File: src/rtl/seg_write_back.sv
// seg_write_back: MEM/WB pipeline register, write-back mux and commit FSM.
// A HALT retiring freezes the stage until reset; stalled loads keep their RAM data.
module seg_write_back #(
   parameter int LEN        = 32,
   parameter int NB_ADDR    = 5,
   parameter int NB_CTRL_WB = 2,
   parameter int NB_CNT     = 32
) (
   input  logic                  i_clk,
   input  logic                  i_rst,
   input  logic                  i_enable,
   input  logic                  i_flush,
   input  logic                  i_valid,
   input  logic                  i_halt,
   input  logic [LEN-1:0]        i_read_data,
   input  logic [LEN-1:0]        i_address,
   input  logic [NB_ADDR-1:0]    i_write_register,
   input  logic [NB_CTRL_WB-1:0] i_ctrl_wb_bus,
   output logic                  o_reg_write,
   output logic [NB_ADDR-1:0]    o_write_register,
   output logic [LEN-1:0]        o_write_data,
   output logic                  o_wb_valid,
   output logic                  o_halted,
   output logic [NB_CNT-1:0]     o_retired_count
);
   typedef enum logic {RUN, HALTED} state_t;
   state_t                  state;
   logic                    wb_valid, wb_halt, hold_valid;
   logic [LEN-1:0]          wb_address, hold_data, read_data;
   logic [NB_ADDR-1:0]      wb_write_register;
   logic [NB_CTRL_WB-1:0]   wb_ctrl;
   logic [NB_CNT-1:0]       retired_count;
   logic                    run, retire;
   assign run    = (state == RUN);
   assign retire = run & wb_valid & i_enable & ~i_flush;
   always_ff @(posedge i_clk or negedge i_rst)
      if (!i_rst) begin
         state             <= RUN;
         wb_valid          <= 1'b0;
         wb_halt           <= 1'b0;
         wb_address        <= '0;
         wb_write_register <= '0;
         wb_ctrl           <= '0;
         hold_valid        <= 1'b0;
         hold_data         <= '0;
         retired_count     <= '0;
      end else if (run) begin
         if (retire) begin
            if (~&retired_count) retired_count <= retired_count + NB_CNT'(1);
            if (wb_halt) state <= HALTED;
         end
         if (i_flush) begin
            wb_valid <= 1'b0;
            wb_halt  <= 1'b0;
            wb_ctrl  <= '0;
         end else if (i_enable) begin
            wb_valid          <= i_valid;
            wb_halt           <= i_valid & i_halt;
            wb_ctrl           <= i_valid ? i_ctrl_wb_bus : '0;
            wb_address        <= i_address;
            wb_write_register <= i_write_register;
         end
         // capture RAM output on the first stalled edge so a stalled load stays stable
         if (i_enable | i_flush) hold_valid <= 1'b0;
         else if (!hold_valid) begin
            hold_data  <= i_read_data;
            hold_valid <= 1'b1;
         end
      end
   assign read_data        = hold_valid ? hold_data : i_read_data;
   assign o_write_data     = wb_ctrl[0] ? read_data : wb_address;
   assign o_reg_write      = wb_valid & wb_ctrl[1] & (|wb_write_register) & run;
   assign o_write_register = wb_write_register;
   assign o_wb_valid       = wb_valid;
   assign o_halted         = (state == HALTED);
   assign o_retired_count  = retired_count;
endmodule

File: config.mk
export PLATFORM = sky130hd
export DESIGN_NAME = seg_write_back
export DESIGN_NICKNAME = d
export VERILOG_FILES = /design/src/rtl/seg_write_back.sv
export SDC_FILE = /design/constraint.sdc
export NUM_CORES = 1
export LEC_CHECK = 0
export CAP_MARGIN = 20
export CORE_ASPECT_RATIO = 2
export CORE_MARGIN = 3
export CORE_UTILIZATION = 30
export CTS_CLUSTER_SIZE = 14
export DETAILED_ROUTE_END_ITERATION = 16
export PLACE_DENSITY = 0.61
export SLEW_MARGIN = 40
export SYNTH_ARGS = -nofsm -noshare
export SYNTH_HDL_FRONTEND = slang
export SYNTH_SLANG_ARGS = --single-unit
File: constraint.sdc
create_clock -name i_clk -period 3.7 [get_ports i_clk]
set_input_delay 0.37 -clock i_clk [delete_from_list [all_inputs] [get_ports i_clk]]
set_output_delay 0.37 -clock i_clk [all_outputs]
set_load 0.05 [all_outputs]
==> results.toml, run 1 <==
[run_status]
run_status = "complete, no violations"

[synth]
synthArstFlopShare_pct = 100
synth_seq_cells = 107
synth_nets = 508
ys_types = 38
syn_area_sq_mm = 0.00503
netlist_top_cells_count = "dfrtp_1 (107), mux2_2 (69), nor2_1 (40)"
yosys_warnings = 0
ys_top_cells_by_area = "dfrtp_1 (53%), mux2_2 (15%), mux2i_1 (6.4%)"
synth_flop_cell = "dfrtp_1"
synth.avg_cell_area_sq_um = 11.7
synth_top_area_cell = "dfrtp_1"
synth_edf_count = 0
yosysTopAreaCellShare_pct = 53.2
syn_inst = 430
synth_most_common_cell = "dfrtp_1"
yosysSeqAreaShare_pct = 53.2

[routing]
vias = 3858
drtAntennaViolNets = 0
wl_per_cell_microns = 17.9
first_pass_iters = 4
via_per_inst = 4.93
finalWirelength_mm = 14.0
drtIter0Drc = 111
drc = 0

[clocking]
clk_path_buf_depth = 2
cts_resized = 0
numCtsBuffers = 9
cts_setup_buffers = 0
clock-sinks = 107
cts_tree = "yes"
cts_root_buffer = "clkbuf_16"
cts.htree.levels = 3
clk_pin_slew_ns = 0.07
hold_buffers = 0
clock_latency_ns = 0.34

[placement]
portBuffers = 148
dp_hpwl_mm = 10.2
dpl-instance-area_sq_mm = 0.00676
place_congestion = 0.845
dp_slack_ns = 0.955

[global_routing]
grt_overflow = 0
grt_pass1_wl_mm = 22.5
grt_util_all_layers_pct = 15.4
grt_pass1_vias = 4238
antenna_found_initial = 0
grt_start_max_net_pins = 75

[die]
die-area_sq_mm = 0.0185
die_h_microns = 189
core_sq_mm = 0.0164
initial_core_util_pct = 30.8
io_pins = 149
rows = 66
fp.dieW_microns = 97.6

[sta]
finClkSkew_ns = 0.00842
slew_viol_final = 0
rsz0062_at_grt = "no"
period_share_pct = 76.1
max_freq_mhz = 355
worst_slack_ns = 0.886
worstMarginPinSlew_ns = 0.707
hold_viol = 0
setup_viol = 0
slew_headroom_pct = 52.6
fin_setup_tns_ns = 0
period_needed_ns = 2.81

[worst_hold_path]
hp-class = "primary input to asynchronous set/reset pin"

[critical_path]
crit_required_ns = 3.33
critPathKind = "register to output port"
cp_max_fo = 34
critPathLaunchType = "register"
arrival_ns = 2.44
setup.worst_path.end_class = "output port"

[power]
powerDensity_mw_per_mm2 = 520
cellLeakagePower_nw = 2.79
vdd_drop_max_mv = 0.310

[job]
max_cap_violations = 0

[final_layout]
nets = 651
diodes = 0
syn2layout_area_growth_pct = 39.8
fin_area_sq_mm = 0.00704
drive_above_1_share_pct = 17.1
utilization_pct = 43.1
==> worst paths after layout <==
kind / startpoint / end / slack (ns) / cells after the start
max: hold_valid / o_write_data[6] / 0.89 / 3
min: i_rst / o_write_register[0] / 0.04 / 1
max reg2reg: o_retired_count[0] / o_retired_count[1] / 1.13 / 6
min reg2reg: o_retired_count[18] / o_retired_count[18] / 0.50 / 1
max in group asynchronous: i_rst / hold_data[12] / 2.90 / 2
min in group i_clk: o_retired_count[18] / o_retired_count[18] / 0.50 / 1
==> sequential cells by signal (all words and copies together) (netlist names) <==
signal,cells
hold_data,32
o_retired_count,32
wb_address,32
o_write_register,5
wb_ctrl,2
hold_valid,1
o_halted,1
o_wb_valid,1
wb_halt,1
==> layer usage <==
layer,part of all wire [%],track usage [%],vias up
met1,36,15.7,1910
met3,5.1,3.47,19
met4,2.0,5.92,0
met5,0,0,-
met2,57,29.7,112
li1,-,-,1817
==> worst max-delay path: stages (launching register included) <==
cell and delay (ns):
dfrtp_4 0.82, mux2i_1 0.15, a21oi_1 0.26, clkdlybuf4s50_1 0.85
==> power by group <==
part	total, mW	switching, mW	leakage, nW	internal, mW
Combinational	1.18	0.667	1.33	0.516
Sequential	1.56	0.176	1.33	1.38
Clock	0.921	0.429	0.135	0.492
Total	3.66	1.27	2.79	2.39
==> layout by cell type (no fill, tap or decap), types with 2 or more instances in the layout <==
master / count
dfrtp_1: 105
nand2_1: 20
and4_1: 3
nor3_1: 5
and4_2: 2
nand3b_1: 3
clkinvlp_4: 2
xor2_1: 3
clkinv_2: 2
clkbuf_8: 2
mux2_2: 69
inv_1: 3
xnor2_1: 27
dfrtp_4: 2
nand3_1: 12
and3_1: 4
mux2i_1: 32
nor4_1: 4
a21oi_1: 34
nand4_1: 14
nor2_1: 40
buf_4: 6
clkdlybuf4s50_1: 147
or4_1: 2
o21ai_0: 4
clkbuf_16: 9
a22oi_1: 3
nor4bb_1: 2
==> cells by family after synthesis <==
family | share of synthesized area [%]
AND/OR/NAND/NOR | 12.1
XOR/XNOR | 5.22
multiplexers | 22.0
buffers and inverters | 2.21
AO/OA/AOI/OAI | 5.02
flip-flops | 53.2
adder cells (fa/ha/maj) | 0.248
==> layout make-up <==
type / instances / area, sq um
clock buffers: 12 / 256
clock inverters: 4 / 25.0
fillers: 1559 / 9310
inverters: 3 / 11.3
multi-input cells: 297 / 2260
flip-flops and latches: 107 / 2690
well taps: 204 / 255
repair buffers: 155 / 1550
==> stage by stage <==
step,hold WS (ns),power (mW),instances
global placement,0.477,2.75,766
detailed placement,0.446,2.78,766
global route,0.0875,3.85,782
finish,0.0392,3.66,782
CTS,0.0658,3.72,782
floorplan,0.0744,2.31,430
Power figures use the tool's default switching activity.
==> run 2, diff against run 1 <==
==> constraint.sdc (replaced) <==
create_clock -name i_clk -period 2.9 [get_ports i_clk]
set_input_delay 0.29 -clock i_clk [delete_from_list [all_inputs] [get_ports i_clk]]
set_output_delay 0.29 -clock i_clk [all_outputs]
set_load 0.05 [all_outputs]
==> results.toml, run 2 (synthesized netlist as in run 1, its figures left out) <==
[run_status]
run_status = "complete, no violations"

[routing]
vias = 3907
finalWirelength_mm = 14.0
drtAntennaViolNets = 0
first_pass_iters = 4
via_per_inst = 4.96
drc = 0
drtIter0Drc = 107
wl_per_cell_microns = 17.8

[final_layout]
final_common_cell = "clkdlybuf4s50_1"
nets = 657
fillers = 1555
drive_above_1_share_pct = 18.3
multiInputGateArea_sq_mm = 0.00226
regArea_sq_mm = 0.00268
syn2layout_area_growth_pct = 42.2
diodes = 0
layout_common_cells = "clkdlybuf4s50_1 (145), dfrtp_1 (105), mux2_2 (69), nor2_1 (40), a21oi_1 (34)"
utilization_pct = 43.8

[sta]
slew_viol_final = 0
fin_setup_tns_ns = 0
max_freq_mhz = 373
slew_headroom_pct = 58.1
rsz0062_at_grt = "no"
finClkSkew_ns = 0.0122
period_needed_ns = 2.68
setup_viol = 0
hold_viol = 0
worstMarginPinSlew_ns = 0.629
period_share_pct = 92.4

[critical_path]
cp_max_fo = 33
reg2reg_slack_ns = 0.45
arrival_ns = 2.39
crit_path_top_delay_cell = "dfrtp_4"
crit_end = "o_write_data[28]"
r2r_start = "o_retired_count[9]"
setup.worst_path.end_class = "output port"
critPathKind = "register to output port"
r2r_cells = 6
cp.depth = 3
reg2reg_to = "o_retired_count[9]"
slowest_delay_ns = 0.83
crit_required_ns = 2.61
crit_start = "hold_valid"
critPathLaunchType = "register"
path_buf_inv = 1
critPathTopFamily = "flip-flops"
critical_path.cell_chain = "mux2i_1, a21oi_1, clkdlybuf4s50_1"

[placement]
portBuffers = 148
dp_hpwl_mm = 10.3
place_congestion = 0.857

[worst_hold_path]
hold_depth = 1
hp-class = "register to register"

[die]
core_sq_mm = 0.0164
fp.dieW_microns = 97.6
die_h_microns = 189
die-area_sq_mm = 0.0185
io_pins = 149
rows = 66
initial_core_util_pct = 30.8

[job]
max_cap_violations = 0

[power]
cellLeakagePower_nw = 2.87
fin_total_pwr_mw = 4.92
powerDensity_mw_per_mm2 = 688
vdd_drop_max_mv = 0.380

[clocking]
cts_tree = "yes"
cts.htree.levels = 3
clock-sinks = 107
clk_path_buf_depth = 2
clk_pin_slew_ns = 0.07
cts_resized = 0
clock_latency_ns = 0.35
cts_root_buffer = "clkbuf_16"
numCtsBuffers = 9

[global_routing]
grt_start_max_net_pins = 62
grt_overflow = 0
antenna_found_initial = 2
grt_pass1_vias = 4379
grt_util_all_layers_pct = 15.6
grt_pass1_wl_mm = 22.9
-- run 2: area by class of cell --
type | instances | share of cell area, %
multi-input combinational | 297 | 31.6
timing repair buffer | 161 | 22.3
clock inverter | 6 | 1.57
clock buffer | 10 | 3.34
sequential | 107 | 37.5
inverter | 3 | 0.157
tap | 204 | 3.57
-- run 2: power by group --
group | switching (mW) | leakage [nW] | internal, mW | total [mW]
Combinational | 0.862 | 1.37 | 0.663 | 1.52
Sequential | 0.211 | 1.33 | 1.76 | 1.97
Clock | 0.556 | 0.173 | 0.870 | 1.43
Total | 1.63 | 2.87 | 3.29 | 4.92
-- run 2: per-stage QoR --
step | cell area, sq um | instances | worst slack (ns) | hold slack (ns)
after global routing | 7160 | 788 | 0.113 | 0.518
final | 7160 | 788 | 0.219 | 0.502
after floorplan | 5030 | 430 | 0.400 | -0.00559
after global placement | 6790 | 771 | 0.344 | 0.354
after detailed placement | 6800 | 771 | 0.466 | 0.350
after CTS | 7160 | 788 | 0.185 | 0.508
-- run 2: layer usage --
metal / vias to the layer above / global-route usage (%) / part of all wire (%)
li1: 1834 / - / -
met1: 1915 / 15.8 / 35
met2: 121 / 29.6 / 56
met3: 33 / 3.80 / 5.3
met4: 4 / 7.31 / 3.4
met5: - / 0 / 0.22
-- run 2: how the worst min path moves through the flow --
stage                                to           startpoint
floorplan                  hold_data[0]                i_rst
global placement         wb_address[27]                i_rst
detailed placement       wb_address[27]                i_rst
CTS                 o_retired_count[14]  o_retired_count[14]
global route              wb_address[3]        wb_address[3]
finish              o_retired_count[14]  o_retired_count[14]
-- run 2: what timing repair did --
item,4_1_cts,5_1_grt
hold buffers,1,0
endpoints found under the hold margin,46,0
buffers inserted,0,0
==> run 3, diff against run 2 <==
--- a/config.mk
+++ b/config.mk
@@ -5,6 +5,7 @@
 export SDC_FILE = /design/constraint.sdc
 export NUM_CORES = 1
 export LEC_CHECK = 0
+export ABC_CLOCK_PERIOD_IN_PS = 2900
 export CAP_MARGIN = 20
 export CORE_ASPECT_RATIO = 2
 export CORE_MARGIN = 3
==> results of run 3 <==
Final layout, timing and power as in run 2 (identical DEF).
